### src/rtl/timer16_pkg.sv
// Shared register map, bit positions and prescale encodings for the timer16
// interval timer and its prescaler.
package timer16_pkg;

  localparam logic [2:0] T16_CTRL = 3'd0;
  localparam logic [2:0] T16_STAT = 3'd1;
  localparam logic [2:0] T16_RLO  = 3'd2;
  localparam logic [2:0] T16_RHI  = 3'd3;
  localparam logic [2:0] T16_CLO  = 3'd4;
  localparam logic [2:0] T16_CHI  = 3'd5;

  localparam int CTRL_EN    = 0;
  localparam int CTRL_OS    = 1;
  localparam int CTRL_IE    = 2;
  localparam int CTRL_PS_LO = 4;

  localparam int STAT_TF  = 0;
  localparam int STAT_RUN = 7;

  typedef enum logic [1:0] {
    PS_DIV1    = 2'd0,
    PS_DIV16   = 2'd1,
    PS_DIV256  = 2'd2,
    PS_DIV4096 = 2'd3
  } ps_e;

endpackage

### src/rtl/timer16_prescale.sv
// Free-running prescaler for timer16: counts while enabled and emits a
// one-cycle tick whenever the selected number of low bits are all ones.
module timer16_prescale
  import timer16_pkg::*;
#(
  parameter int PRE_W = 12
) (
  input  logic       clk,
  input  logic       rst,
  input  logic       en,
  input  logic       clr,
  input  logic [1:0] ps,
  output logic       tick
);

  logic [PRE_W-1:0] cnt;
  logic [PRE_W-1:0] mask;

  always_comb begin
    mask = '0;
    case (ps_e'(ps))
      PS_DIV1:    mask = '0;
      PS_DIV16:   mask = PRE_W'(12'h00F);
      PS_DIV256:  mask = PRE_W'(12'h0FF);
      PS_DIV4096: mask = PRE_W'(12'hFFF);
      default:    mask = '0;
    endcase
  end

  // With an all-zero mask the compare is always true, so /1 ticks every enabled cycle.
  assign tick = en & ((cnt & mask) == mask);

  always_ff @(posedge clk or negedge rst) begin
    if (!rst) begin
      cnt <= '0;
    end else if (clr) begin
      cnt <= '0;
    end else if (en) begin
      cnt <= cnt + PRE_W'(1);
    end
  end

endmodule

### src/rtl/timer16.sv
// Memory-mapped 16-bit interval timer on the 6502 bus: reload, prescale,
// one-shot/continuous modes, level IRQ and registered read data.
module timer16
  import timer16_pkg::*;
#(
  parameter int PRE_W = 12
) (
  input  logic       clk,
  input  logic       rst,
  input  logic       cs,
  input  logic       we,
  input  logic [2:0] addr,
  input  logic [7:0] din,
  output logic [7:0] dout,
  output logic       irq
);

  logic        en;
  logic        os;
  logic        ie;
  logic [1:0]  ps;
  logic        tf;
  logic [7:0]  rld_lo;
  logic [7:0]  rld_hi;
  logic [7:0]  snap;
  logic [15:0] count;
  logic [7:0]  rdata;

  logic wr;
  logic wr_ctrl;
  logic wr_stat;
  logic wr_rlo;
  logic wr_rhi;
  logic rd_clo;
  logic en_rise;
  logic pre_clr;
  logic tick;
  logic uf;

  assign wr      = cs & we;
  assign wr_ctrl = wr & (addr == T16_CTRL);
  assign wr_stat = wr & (addr == T16_STAT);
  assign wr_rlo  = wr & (addr == T16_RLO);
  assign wr_rhi  = wr & (addr == T16_RHI);
  assign rd_clo  = cs & ~we & (addr == T16_CLO);

  assign en_rise = wr_ctrl & din[CTRL_EN] & ~en;
  assign pre_clr = wr_rhi | en_rise;

  timer16_prescale #(
    .PRE_W(PRE_W)
  ) u_prescale (
    .clk  (clk),
    .rst  (rst),
    .en   (en),
    .clr  (pre_clr),
    .ps   (ps),
    .tick (tick)
  );

  // A reload via RHI on the same cycle as a tick suppresses the underflow.
  assign uf = tick & (count == 16'h0000) & ~wr_rhi;

  always_comb begin
    rdata = 8'h00;
    case (addr)
      T16_CTRL: rdata = {2'b00, ps, 1'b0, ie, os, en};
      T16_STAT: rdata = {en, 6'b000000, tf};
      T16_RLO:  rdata = rld_lo;
      T16_RHI:  rdata = rld_hi;
      T16_CLO:  rdata = count[7:0];
      T16_CHI:  rdata = snap;
      default:  rdata = 8'h00;
    endcase
  end

  // Later assignments in this block take priority: underflow beats W1C and
  // one-shot auto-clear beats a written EN.
  always_ff @(posedge clk or negedge rst) begin
    if (!rst) begin
      en     <= 1'b0;
      os     <= 1'b0;
      ie     <= 1'b0;
      ps     <= 2'b00;
      tf     <= 1'b0;
      rld_lo <= 8'h00;
      rld_hi <= 8'h00;
      snap   <= 8'h00;
      count  <= 16'h0000;
      dout   <= 8'h00;
      irq    <= 1'b0;
    end else begin
      if (wr_ctrl) begin
        en <= din[CTRL_EN];
        os <= din[CTRL_OS];
        ie <= din[CTRL_IE];
        ps <= din[CTRL_PS_LO +: 2];
      end
      if (uf && os) en <= 1'b0;

      if (wr_stat && din[STAT_TF]) tf <= 1'b0;
      if (uf) tf <= 1'b1;

      if (wr_rlo) rld_lo <= din;
      if (wr_rhi) rld_hi <= din;

      if (wr_rhi) begin
        count <= {din, rld_lo};
      end else if (uf) begin
        count <= {rld_hi, rld_lo};
      end else if (tick) begin
        count <= count - 16'h0001;
      end

      if (rd_clo) snap <= count[15:8];

      dout <= rdata;
      irq  <= tf & ie;
    end
  end

endmodule

### config.mk
export PLATFORM = sky130hd
export DESIGN_NAME = timer16
export DESIGN_NICKNAME = d
export VERILOG_FILES = /design/src/rtl/timer16_pkg.sv /design/src/rtl/timer16_prescale.sv /design/src/rtl/timer16.sv
export SDC_FILE = /design/constraint.sdc
export NUM_CORES = 1
export LEC_CHECK = 0
export ABC_AREA = 0
export ABC_CLOCK_PERIOD_IN_PS = 2200
export CAP_MARGIN = 20
export CORE_ASPECT_RATIO = 0.75
export CORE_MARGIN = 2
export CORE_UTILIZATION = 54
export DETAILED_ROUTE_END_ITERATION = 10
export PLACE_DENSITY_LB_ADDON = 0.1
export REMOVE_ABC_BUFFERS = 1
export SYNTH_ARGS = -nofsm -noshare
export SYNTH_HDL_FRONTEND = slang
export SYNTH_SLANG_ARGS = --single-unit
### constraint.sdc
create_clock -name clk -period 2.2 [get_ports clk]
set_input_delay 0.22 -clock clk [delete_from_list [all_inputs] [get_ports clk]]
set_output_delay 0.22 -clock clk [all_outputs]
set_load 0.1 [all_outputs]
**Yosys cells after proc, flatten, opt, wreduce, memory -nomap -nowiden**

Index checks and enable logic that the tools add are counted.

- Flip-flop bits (word level): 67
- Output and inout bits: 9
- Logic and storage cells: 61

- Add/sub/neg operators: 2
- Eq/ne operators: 9
- Muxes and demuxes: 11
- Bitwise operators: 18
- Reductions and logical operators: 9

Operators by type and width:

| cell | number |
|---|---|
| 16-bit two-way mux | 3 |
| 12-bit case mux with 4 select lines | 1 |
| 8-bit case mux with 6 select lines | 1 |
| 12-bit two-way mux | 2 |
| 16-bit logical NOT | 1 |
| 16-bit by 1-bit subtractor with 16-bit output, second input constant | 1 |
| 1-bit bitwise AND | 13 |
| 12-bit by 1-bit adder with 12-bit output, second input constant | 1 |
| 12-bit bitwise AND | 1 |
| 12-bit equality test | 1 |
| 3-bit by 2-bit equality test with 1-bit output, second input constant | 2 |
| 3-bit equality test, second input constant | 2 |
| 2-bit nonzero test | 3 |
| 2-bit equality test, second input constant | 2 |
| 1-bit two-way mux | 4 |
| 3-bit by 1-bit equality test with 1-bit output, second input constant | 1 |
| 3-bit logical NOT | 1 |
| 1-bit NOT | 3 |
| 3-bit nonzero test | 1 |
| 2-bit by 1-bit equality test with 1-bit output, second input constant | 1 |
| 1-bit logical AND | 2 |
| 2-bit logical NOT | 1 |
| 1-bit OR | 1 |

**Depth between registers and ports, before layout**

Gate-level depths: netlist of the first run.

- Depth after elaboration: 9
- Mapped depth: 8
- Depth with buffers taken out: 7

**Modules after synthesis**

Synthesis of the first run repeated with hierarchy kept, for this count alone.

- Cells, all modules: 353
- Area total of the unflattened synthesis: 3552.2 um^2

By module, submodules not included:

| module | times used | cells each | area an instance (um^2) | seq. area each (um^2) |
|---|---|---|---|---|
| timer16 | 1 | 285 | 2900.3 | 1376.3 |
| timer16_prescale | 1 | 68 | 651.9 | 300.3 |

**Worst setup path after synthesis of the first run**

OpenSTA, ideal clock, no wires.

- Path kind: register to register
- Start point: register count[0]
- End point: register count[0]
- Library setup time: 0.122 ns
- Arrival time: 2.044 ns
- Data required time: 2.078 ns
- Path slack: 0.035 ns
- Stages on the path, launching flop included: 8
- Path through: dfrtp_1 -> inv_1 -> ha_1 -> or4b_2 -> or4_4 -> a21oi_1 -> o31a_1 -> o21ai_1

- Word-level cells in the longest chain between the ends: 5
- Elaborated cells between the ends (all ways): 8
- Those cells by class: 1 x add/sub; 3 x mux; 2 x bitwise; 2 x reduce/logical

Ends and longest elaborated chain:

| element | line | text |
|---|---|---|
| start, declared | timer16.sv:26 | `logic [15:0] count;` |
| start signal, assigned | timer16.sv:108 | `count <= {din, rld_lo};` |
| start signal, assigned | timer16.sv:110 | `count <= {rld_hi, rld_lo};` |
| start signal, assigned | timer16.sv:112 | `count <= count - 16'h0001;` |
| branches (longest 5 deep; another with 16-bit by 1-bit subtractor with 16-bit output) | n/a |  |

Several ways; the timed one is not identified. The select of a mux whose other input is x is not followed.
A chain may end at the register's enable or synchronous reset.

**Final worst setup path of the first run**

- Start point: register count[13]
- End point: register count[2]

- Word-level cells in the longest chain between the ends: 5
- Elaborated cells between the ends (all ways): 6
- Those cells by class: 2 x mux; 2 x bitwise; 2 x reduce/logical

Ends and longest elaborated chain:

| element | line | text |
|---|---|---|
| 16-bit logical NOT * | timer16.sv:62 | `assign uf = tick & (count == 16'h0000) & ~wr_rhi;` |
| 1-bit bitwise AND * (2 in series) | timer16.sv:62 |  |
| 16-bit two-way mux | timer16.sv:109 | `end else if (uf) begin` |
| 16-bit two-way mux | timer16.sv:107 | `if (wr_rhi) begin` |

Every way passes the cells marked *; elsewhere a longest branch is shown, timed or not.

==> metrics, run 1 <==
status=complete, no violations; CP max stage delay=0.56 ns; port buffer count=23; cell area after synthesis=roughly 0.0038 mm^2; Starting DRT DRC Count=approximately 380; Clock Pin Slew Worst Setup and Hold Paths=about 0.090 ns; H-tree depth=3; GRT overflow=0; critical path launch point type=flop; RePlAce Congestion=0.946; area post-placement=roughly 0.0044 mm^2; drt drc=0; r2r setup slk=0.006 ns; standby leakage power=slightly above 2 nW; design area=between 0.004 and 0.005 mm^2; clk sinks=67; fin. max-slew vios=0; starting density of the core=55.5%; Nets=around 470; Worst path slowest cell=or4_4; Main synth FF type=dfrtp_1; Worst setup EP type=flop; most frequent cells in the layout=dfrtp_1 (67), buf_4 (64), nand2_1 (49), nor2_1 (30), o21ai_0 (15); Tot GR Track Use=between 30% and 40%; row count=26; commonest non-fill, non-tap cell in the layout=dfrtp_1; Routed WL per cell=21.0 um; ant diodes=0; post-synthesis simple-gate area fraction=21.8%; max cap viols=0; post-synthesis compound-gate area fraction=17.9%; Post-synth EDFFs=0; CP Max Fanout=11; gate count of the mapped netlist=between 300 and 400; pin count of the biggest net entering global routing=39; Synth Area in XOR/XNOR=2.10%; Root Buffer=clkbuf_8; largest family of logic cells by synthesized area=simple AND/OR/NAND/NOR gates; Pwr Density=1010 mW/mm^2; multiplexer share of the synthesized area=between 7 and 8%; CP Buf/Inv Count=1; Final Hold Viols=0; worst skew pair latency=~0.37 ns; final wirelength=~11000 um; CP Data Arrival Time=between 2 and 2.5 ns; first-pass iteration count of the detailed router=5; core area=between 0.006 and 0.007 mm^2; Max Buffers Root-to-Sink=2; num ports=24; initial antenna violation count=1; register area share after synthesis=between 40% and 50%; Die Ht=around 76 um; #FFs+latches synth=67; crit-path cells=or4_4 -> nor4_4 -> o2111ai_2 -> buf_4 -> a32oi_2 -> o211ai_1; final setup vio count=0; Async S/R FF share, synth=100%; Tcrit/Tclk final=roughly 100%; HP Class=in2async; peak supply drop=0.593 mV; Ys Warns=0; kind of critical path=reg2reg; fraction of layout cells with a size suffix above 1=26.7%; Reg2Reg Depth=6; CTS buffer count=9; Worst R2R End=count[2]$_DFFE_PN0P_; Layout area overhead=23.0%; CP top delay family=simple AND/OR/NAND/NOR gates; Max Fclk=about 460 MHz; Netlist cell types=65; DRT antenna net count=0; Die Wd=approximately 100 um; DPL Wire Length=8640 um; Reg2Reg Launch Point=count[13]$_DFFE_PN0P_; RSZ-0062 raised after global routing=true; die area=0.00765 mm^2; first-pass GRT wire length=18400 um; adder-cell share of the synthesized area=less than 1%; Tmin final=approximately 2.2 ns; Slew @ Worst Pin=roughly 0.76 ns; total negative setup slack=0 ns; DR vias/cell=between 6 and 7; Max-slew headroom=48.9%; vias in the first global route=3250; Worst EP required=2.43 ns; Worst Clk Skew=~0.012 ns; Mean Syn Cell Area=between 9 and 10 um^2; routed via count=3382; CTS tree=yes
==> worst max path at each step <==
stage	start	to	slack, ns	cells past startpoint
global route	count[13]$_DFFE_PN0P_	count[2]$_DFFE_PN0P_	-0.08	6
floorplan	count[12]$_DFFE_PN0P_	count[7]$_DFFE_PN0P_	-0.14	5
detailed placement	count[12]$_DFFE_PN0P_	count[2]$_DFFE_PN0P_	-0.08	6
finish	count[13]$_DFFE_PN0P_	count[2]$_DFFE_PN0P_	0.006	6
global placement	count[12]$_DFFE_PN0P_	count[14]$_DFFE_PN0P_	0.0007	6
CTS	count[12]$_DFFE_PN0P_	count[4]$_DFFE_PN0P_	0.01	7
==> power breakdown <==
group          internal (mW)  switching [mW]  leakage [nW]
Sequential              1.56           0.293         0.816
Combinational          0.739            1.02          1.12
Clock                  0.528           0.538        0.0923
==> routing by layer <==
layer,vias to the layer above,part of all wire [%],global-route usage (%)
li1,1571,-,-
met3,14,10,9.72
met5,-,0,0
met4,0,1.2,7.53
met1,1633,48,50.2
met2,164,41,43.4
==> sequential cells by signal, summed over array words and instances, names as in the netlist, 2 cells and up <==
signal          cells
ps                  2
rld_lo              8
count              16
dout                8
u_prescale.cnt     12
snap                8
rld_hi              8
==> layout make-up <==
cell class,count,area [um^2]
clock buffer,9,124
clock inverter,7,75.1
fill,563,2150
inverter,12,45.0
multi-input combinational,285,1930
sequential,67,1680
tap,84,105
timing repair buffer,81,666
==> cell usage after synthesis, types with 2 or more instances <==
master,instances,area [um^2]
nor4_1,3,18.8
xor2_1,8,70.1
nor2b_1,2,12.5
o22ai_1,8,50.1
nand3_1,13,65.1
o221ai_1,5,43.8
or4b_2,2,20.0
and3_1,2,12.5
buf_2,2,10.0
nand2_1,49,184
nor2_1,31,116
dfrtp_1,67,1680
buf_6,6,67.6
mux2_2,13,146
o21ai_0,15,75.1
o21ai_1,4,20.0
nand4_1,11,68.8
o31ai_1,3,22.5
clkbuf_1,12,45.0
nor4_4,2,42.5
or3_1,6,37.5
a22oi_1,7,52.6
o2111ai_1,2,17.5
inv_1,12,45.0
or2_2,2,12.5
ha_1,3,37.5
mux2i_1,11,110
or4_4,3,33.8
nand3b_1,2,15.0
a31oi_1,4,25.0
buf_4,2,15.0
nand2b_1,3,18.8
or3_2,2,15.0
o211ai_1,11,82.6
buf_1,2,7.51
a211o_1,5,43.8
nor3_1,7,35.0
a21oi_1,8,40.0
o311ai_1,4,35.0
and2_1,9,56.3
==> per-stage QoR <==
step,power [mW],hold WS [ns],cells,setup slack (ns),util [%]
6_report,4.67,0.429,545,0.00574,68.3
5_1_grt,4.93,0.498,545,-0.0833,68.3
4_1_cts,4.61,0.437,542,0.0111,67.5
3_5_place_dp,3.54,0.300,525,-0.0834,64.3
3_3_place_gp,3.51,0.299,525,0.000670,64.3
2_1_floorplan,2.79,-0.0756,364,-0.135,-
==> timing repair <==
item,in CTS,in global routing
pin swaps,1,6
gates resized for setup,2,8
setup buffers,0,3
hold endpoints to repair,29,0
setup endpoints to repair,7,11
hold buffers,1,0
==> cell families (layout without fill, tap and decap cells) <==
group / Yosys count / after routing
simple gates: 155 / 155
compound gates: 93 / 93
flops: 67 / 67
buf+inv: 36 / 109
mux: 25 / 25
xor+xnor: 9 / 9
fa+ha+maj: 3 / 3
No activity file was read; power rests on OpenSTA's default activity.
==> run 2, diff against run 1 <==
--- a/config.mk
+++ b/config.mk
@@ -7,7 +7,6 @@
 export LEC_CHECK = 0
 export ABC_AREA = 0
 export ABC_CLOCK_PERIOD_IN_PS = 2200
-export CAP_MARGIN = 20
 export CORE_ASPECT_RATIO = 0.75
 export CORE_MARGIN = 2
 export CORE_UTILIZATION = 54
==> results of run 2 <==
Same layout as run 1: the final DEF is identical, and so are final timing and power.
